### config.mk
export PLATFORM = sky130hd
export DESIGN_NAME = seq_mag_comp
export DESIGN_NICKNAME = d
export VERILOG_FILES = /design/src/rtl/seq_mag_comp.sv
export SDC_FILE = /design/constraint.sdc
export NUM_CORES = 1
export LEC_CHECK = 0
export BUFFER_PORTS_ARGS = -buffer_cell sky130_fd_sc_hd__buf_2
export CORE_UTILIZATION = 52
export DETAILED_ROUTE_END_ITERATION = 6
export MAX_ROUTING_LAYER = met4
export PLACE_DENSITY = 0.77
export REMOVE_ABC_BUFFERS = 1
export SLEW_MARGIN = 20
export SYNTH_ARGS = -nofsm -noshare
export SYNTH_HDL_FRONTEND = slang
export SYNTH_SLANG_ARGS = --single-unit
### constraint.sdc
create_clock -name clk -period 2.7 [get_ports clk]
set_input_delay 0.405 -clock clk [delete_from_list [all_inputs] [get_ports clk]]
set_output_delay 0.405 -clock clk [all_outputs]
set_load 0.1 [all_outputs]
### src/rtl/seq_mag_comp.sv
// seq_mag_comp: multi-cycle MSB-first magnitude comparator, one CHUNK-bit slice per clock.
// Define CMP_EARLY_EXIT_EN to finish on the first differing slice.
module seq_mag_comp #(
  parameter int W     = 8,
  parameter int CHUNK = 2
) (
  input  logic         clk,
  input  logic         rst,
  input  logic         start,
  input  logic [W-1:0] a,
  input  logic [W-1:0] b,
  input  logic         signed_mode,
  output logic         busy,
  output logic         done,
  output logic         e,
  output logic         l,
  output logic         g
);
  localparam int NSLICE = W / CHUNK;
  localparam int IW     = NSLICE > 1 ? $clog2(NSLICE) : 1;
  typedef enum logic [1:0] {IDLE, RUN, DONE} state_t;
  state_t           r_state, w_next;
  logic [W-1:0]     r_a, r_b, w_flip;
  logic [IW-1:0]    r_idx;
  logic             r_dec, r_lt;
  logic [CHUNK-1:0] w_sa, w_sb;
  logic             w_diff, w_last, w_lt, w_gt;
  // Flipping the sign bit maps two's complement onto offset binary, so slices compare unsigned.
  assign w_flip = signed_mode ? {1'b1, {(W-1){1'b0}}} : '0;
  assign w_sa   = CHUNK'(r_a >> (CHUNK * r_idx));
  assign w_sb   = CHUNK'(r_b >> (CHUNK * r_idx));
  assign w_diff = w_sa != w_sb;
  assign w_lt   = r_dec ? r_lt  : w_diff && (w_sa < w_sb);
  assign w_gt   = r_dec ? !r_lt : w_diff && (w_sa > w_sb);
`ifdef CMP_EARLY_EXIT_EN
  assign w_last = (r_idx == '0) || (!r_dec && w_diff);
`else
  assign w_last = r_idx == '0;
`endif
  assign busy = r_state != IDLE;
  assign done = r_state == DONE;
  always_comb
    w_next = r_state == IDLE ? (start ? RUN : IDLE) :
             r_state == RUN  ? (w_last ? DONE : RUN) : IDLE;
  always_ff @(posedge clk) begin
    if (rst) begin
      r_state <= IDLE;
      r_a     <= '0;
      r_b     <= '0;
      r_idx   <= '0;
      r_dec   <= 1'b0;
      r_lt    <= 1'b0;
      e       <= 1'b0;
      l       <= 1'b0;
      g       <= 1'b0;
    end else begin
      r_state <= w_next;
      if (r_state == IDLE && start) begin
        r_a   <= a ^ w_flip;
        r_b   <= b ^ w_flip;
        r_idx <= IW'(NSLICE - 1);
        r_dec <= 1'b0;
        r_lt  <= 1'b0;
      end
      if (r_state == RUN) begin
        r_idx <= r_idx - 1'b1;
        if (!r_dec && w_diff) begin
          r_dec <= 1'b1;
          r_lt  <= w_sa < w_sb;
        end
        if (w_last) begin
          e <= !(w_lt || w_gt);
          l <= w_lt;
          g <= w_gt;
        end
      end
    end
  end
endmodule

Word level (Yosys, flattened, before mapping)
Index checks and enable logic that the tools add are counted.
- $add $sub $neg: 1
- shifts and indexed selects: 2
- reduce and logical (&&, ||, !) cells: 13
- $lt $le $gt $ge: 2
- bitwise gates (word level): 2
- eq/ne operators: 3
- muxes and demuxes: 15
- operator list (cell ; count):
    $shr 8x3->2 ; 2
    $xor 8x8->8 ; 2
    $mux 2 ; 5
    $mux 1 ; 9
    $mux 8 ; 1
    $logic_and 1x1->1 ; 4
    $logic_not 2->1 ; 2
    $reduce_bool 2->1 ; 2
    $logic_not 1->1 ; 3
    $eq 2x1->1 const B ; 1
    $eq 2x2->1 const B ; 1
    $gt 2x2->1 ; 1
    $lt 2x2->1 ; 1
    $ne 2x2->1 ; 1
    $reduce_and 2->1 ; 1
    $sub 2x1->2 const B ; 1
    $logic_or 1x1->1 ; 1
- register bits after elaboration: 25
- input port bits: 20

Depth between registers and ports, before layout
- word-level depth: 6
- gate-level depth with buffers: 7

Worst setup path after synthesis
OpenSTA, ideal clock, no wires.
- path type: reg-to-output
- start point: register r_state[1]
- end point: output port done
- slack: 0.544 ns
- stages on the path, launching flop included: 2
- arrival time: 1.751 ns
- data required time: 2.295 ns
- path buffers: 0
- cells stage by stage: dfxtp_1 > nor2b_1
- word-level cells in the longest chain between the ends: 1
- ends and longest elaborated chain (element ; line ; text):
    from (decl) ; 22 ; state_t r_state, w_next;
    from (signal assigned) ; 57 ; r_state <= w_next;
    $eq 2x2->1 ; 41 ; assign done = r_state == DONE;
    to (decl) ; 14 ; output logic done,
No other way between the ends.

Final worst setup path
- start point: register r_idx[0]
- end point: register l
- word-level cells in the longest chain between the ends: 4
- ends and longest elaborated chain (element ; line ; text):
    from (decl) ; 24 ; logic [IW-1:0] r_idx;
    from (signal assigned) ; 61 ; r_idx <= IW'(NSLICE - 1);
    from (signal assigned) ; 66 ; r_idx <= r_idx - 1'b1;
    $shr 8x3->2, on equally long branches ; 30, 31 ;
    $lt 2x2->1 or $ne 2x2->1 (tied branches) ; 33, 32 ;
    $logic_and 1x1->1 ; 33 ; assign w_lt = r_dec ? r_lt : w_diff && (w_sa < w_sb);
    $mux 1 ; 33 ;
    to (signal assigned) ; 73 ; l <= w_lt;
    to (decl) ; 16 ; output logic l,
Parallel ways exist; a longest one is shown, timed or not.
A chain may end at the register's enable or synchronous reset.

==> results.sh <==
export IMPL_status="complete, no violations"
export IMPL_cp_required_ns=2.94
export IMPL_nets=171
export IMPL_drt_total_wl_um=2030
export IMPL_drt_iter0_drc=15
export IMPL_grt_pass1_vias=859
export IMPL_ant_nets=0
export IMPL_maxSlewViolCount=0
export IMPL_cts_buffers=3
export IMPL_gr_usage_met2_pct=34.5
export IMPL_synthArstFlopShare_pct=0
export IMPL_insertion_delay_ns=0.31
export IMPL_worst_clock_skew_ns=0.00819
export IMPL_ctsResizeCount=0
export IMPL_hold_start="b[1]"
export IMPL_grt_max_degree=27
export IMPL_drtPass1Iterations=4
export IMPL_htreeDepth=1
export IMPL_swShare_pct=33.4
export IMPL_tightest_slew_ns=0.562
export IMPL_reg2regPathDepth=5
export IMPL_die_y_um=48.8
export IMPL_dieArea_mm2=0.00238
export IMPL_antenna_found_initial=0
export IMPL_cts_tree="yes"
export IMPL_overflow=0
export IMPL_combPwrFrac_pct=26.5
export IMPL_ctsHoldBuffers=0
export IMPL_p_leak_uw=0.000517
export IMPL_switching_power_uw=269
export IMPL_crit_type="reg2reg"
export IMPL_yosys_warnings=0
export IMPL_grt_busiest_layer="met2"
export IMPL_fill_cells=182
export IMPL_start_util_pct=56.8
export IMPL_fmax_ghz=0.460
export IMPL_ys_seq_area_share_pct=44.0
export IMPL_fin_util_pct=63.2
export IMPL_post_route_period_util_pct=80.6
export IMPL_pwr_share_seq_pct=53.0
export IMPL_syn_area_mm2=0.00114
export IMPL_cp_arrival_ns=2.41
export IMPL_regToRegSetupSlack_ns=0.52
export IMPL_min_to="r_b[1]"
export IMPL_worstPathMaxFanout=7
export IMPL_fp_row_count=16
export IMPL_end_kind="flop"
export IMPL_n_antenna_cell=0
export IMPL_ir_drop_mv=0.335
export IMPL_clockBufferDepth=2
export IMPL_routedWlPerCell_um=11.7
export IMPL_gr_usage_met3_pct=2.83
export IMPL_r2r_end="l"
export IMPL_setup_tns_ns=0
export IMPL_routed_via_density=5.17
export IMPL_globalplace_congestion=0.859
export IMPL_layout_drive_gt1_share_pct=24.5
export IMPL_rsz0062_at_grt="false"
export IMPL_vias=900
export IMPL_hold_class="in2reg"
export IMPL_crit_path_start_kind="flop"
export IMPL_powerDensity_mw_per_mm2=636
export IMPL_synthCells=127
export IMPL_postCtsSetupRepairBufs=0
export IMPL_fin_crit_ns=2.18
export IMPL_clkPwrFrac_pct=20.5
export IMPL_core_area_mm2=0.00200
export IMPL_grt_met1_usage_pct=23.0
export IMPL_place_inst=170
export IMPL_area_growth_pct=11.3
export IMPL_hpwl_um=1520
export IMPL_drc=0
export IMPL_cts_root_buffer="clkbuf_4"
export IMPL_clk_pin_slew_ns=0.14
export IMPL_setup_viol=0
export IMPL_grt_pass1_wl_um=3560
export IMPL_instances_no_fill=174
export IMPL_p_int_uw=536
export IMPL_io_pins=25
export IMPL_max_cap_violations=0
export IMPL_regToRegStartpoint="r_idx[0]"
export IMPL_cts_sinks=25
export IMPL_finalHoldViolCount=0
export IMPL_port_buffers=24
export IMPL_die_w_um=48.8
export IMPL_synth_edf_count=0
export IMPL_ys_seq_elements=25
export IMPL_grt_use_total_pct=19.5
export IMPL_finalPower_uw=806
export IMPL_max_slew_margin_rel_pct=62.4
export IMPL_synth_avg_cell_area_um2=8.96
export IMPL_ys_types=29
export IMPL_synth_flop_cell="dfxtp_1"
export IMPL_hold_depth=3
## cell usage in the layout (no fill, tap or decap), drive strengths merged
cell type / count
nor3b: 1
o21ai: 2
ha: 3
nand3b: 1
a211o: 1
nand2b: 3
xnor2: 2
clkbuf: 3
nand4b: 1
dfxtp: 25
nor2: 6
and3b: 1
buf: 25
nor2b: 3
or2: 1
a2111o: 1
clkinv: 1
mux4: 4
or3b: 1
a21oi: 19
a22oi: 1
a211oi: 6
nor3: 2
nand2: 29
inv: 5
## routing by layer
metal / vias up / part of all wire, %
li1: 472 / -
met1: 410 / 45
met2: 18 / 52
met3: 0 / 2.9
met4: 0 / 0
met5: - / 0
## worst max-delay path, cell delays in order (launching register included)
cell	delay, ns
dfxtp_1	0.54
mux4_2	0.55
ha_1	0.32
nand2b_1	0.16
a211o_1	0.31
a211oi_1	0.22
## worst max-delay path by stage
stage,start,endpoint,cells past startpoint
2_1_floorplan,r_state[1],done,1
3_3_place_gp,r_idx[0],l,5
3_5_place_dp,r_idx[0],l,5
4_1_cts,r_idx[0],l,5
5_1_grt,r_idx[0],g,5
6_report,r_idx[0],l,5
## layout make-up
type	count	area (um2)	area share [%]
inverter	5	18.8	1.48
sequential	25	500	39.5
clock buffer	3	22.5	1.78
tap	27	33.8	2.67
timing repair buffer	25	128	10.1
clock inverter	1	5.00	0.395
multi-input combinational	88	558	44.1
## registers in the layout, indices dropped and copies added, names as in the netlist
register / flops
r_b: 8
g: 1
r_dec: 1
r_a: 8
e: 1
r_lt: 1
l: 1
r_state: 2
r_idx: 2
## cell usage after synthesis (2+ instances only)
| library cell | n | area, um2 |
|---|---|---|
| dfxtp_1 | 25 | 500 |
| clkbuf_1 | 3 | 11.3 |
| nor3_1 | 2 | 10.0 |
| buf_2 | 3 | 15.0 |
| inv_1 | 5 | 18.8 |
| nor2b_1 | 3 | 18.8 |
| nor2_1 | 6 | 22.5 |
| mux4_2 | 4 | 90.1 |
| a21oi_1 | 18 | 90.1 |
| a211oi_1 | 6 | 45.0 |
| xnor2_1 | 2 | 17.5 |
| ha_1 | 3 | 37.5 |
| nand2b_1 | 3 | 18.8 |
| nand2_1 | 29 | 109 |
## kinds of logic (layout without fill, tap and decap cells)
kind of cell	count (synthesis)	after routing	share of synthesized area, %
XOR/XNOR	2	2	1.54
buffers and inverters	14	34	6.93
flip-flops	25	25	44.0
adder cells (fa/ha/maj)	3	3	3.30
AO/OA/AOI/OAI	30	30	16.0
multiplexers	4	4	7.92
AND/OR/NAND/NOR	49	49	20.4
## power by group through the flow
stage               combinational [uW]  sequential (uW)  clock (uW)
floorplan                          133              459           0
global placement                   206              434           0
detailed placement                 213              436           0
CTS                                214              428         170
global route                       234              432         186
finish                             213              427         165
## through the flow
stage	worst slack (ns)	hold slack (ns)	cell area (um2)
6_report	0.525	0.303	1270
5_1_grt	0.405	0.303	1270
3_3_place_gp	0.644	0.436	1240
3_5_place_dp	0.554	0.441	1240
2_1_floorplan	0.544	0.427	1080
4_1_cts	0.515	0.295	1270
No activity file was read; power rests on OpenSTA's default activity.
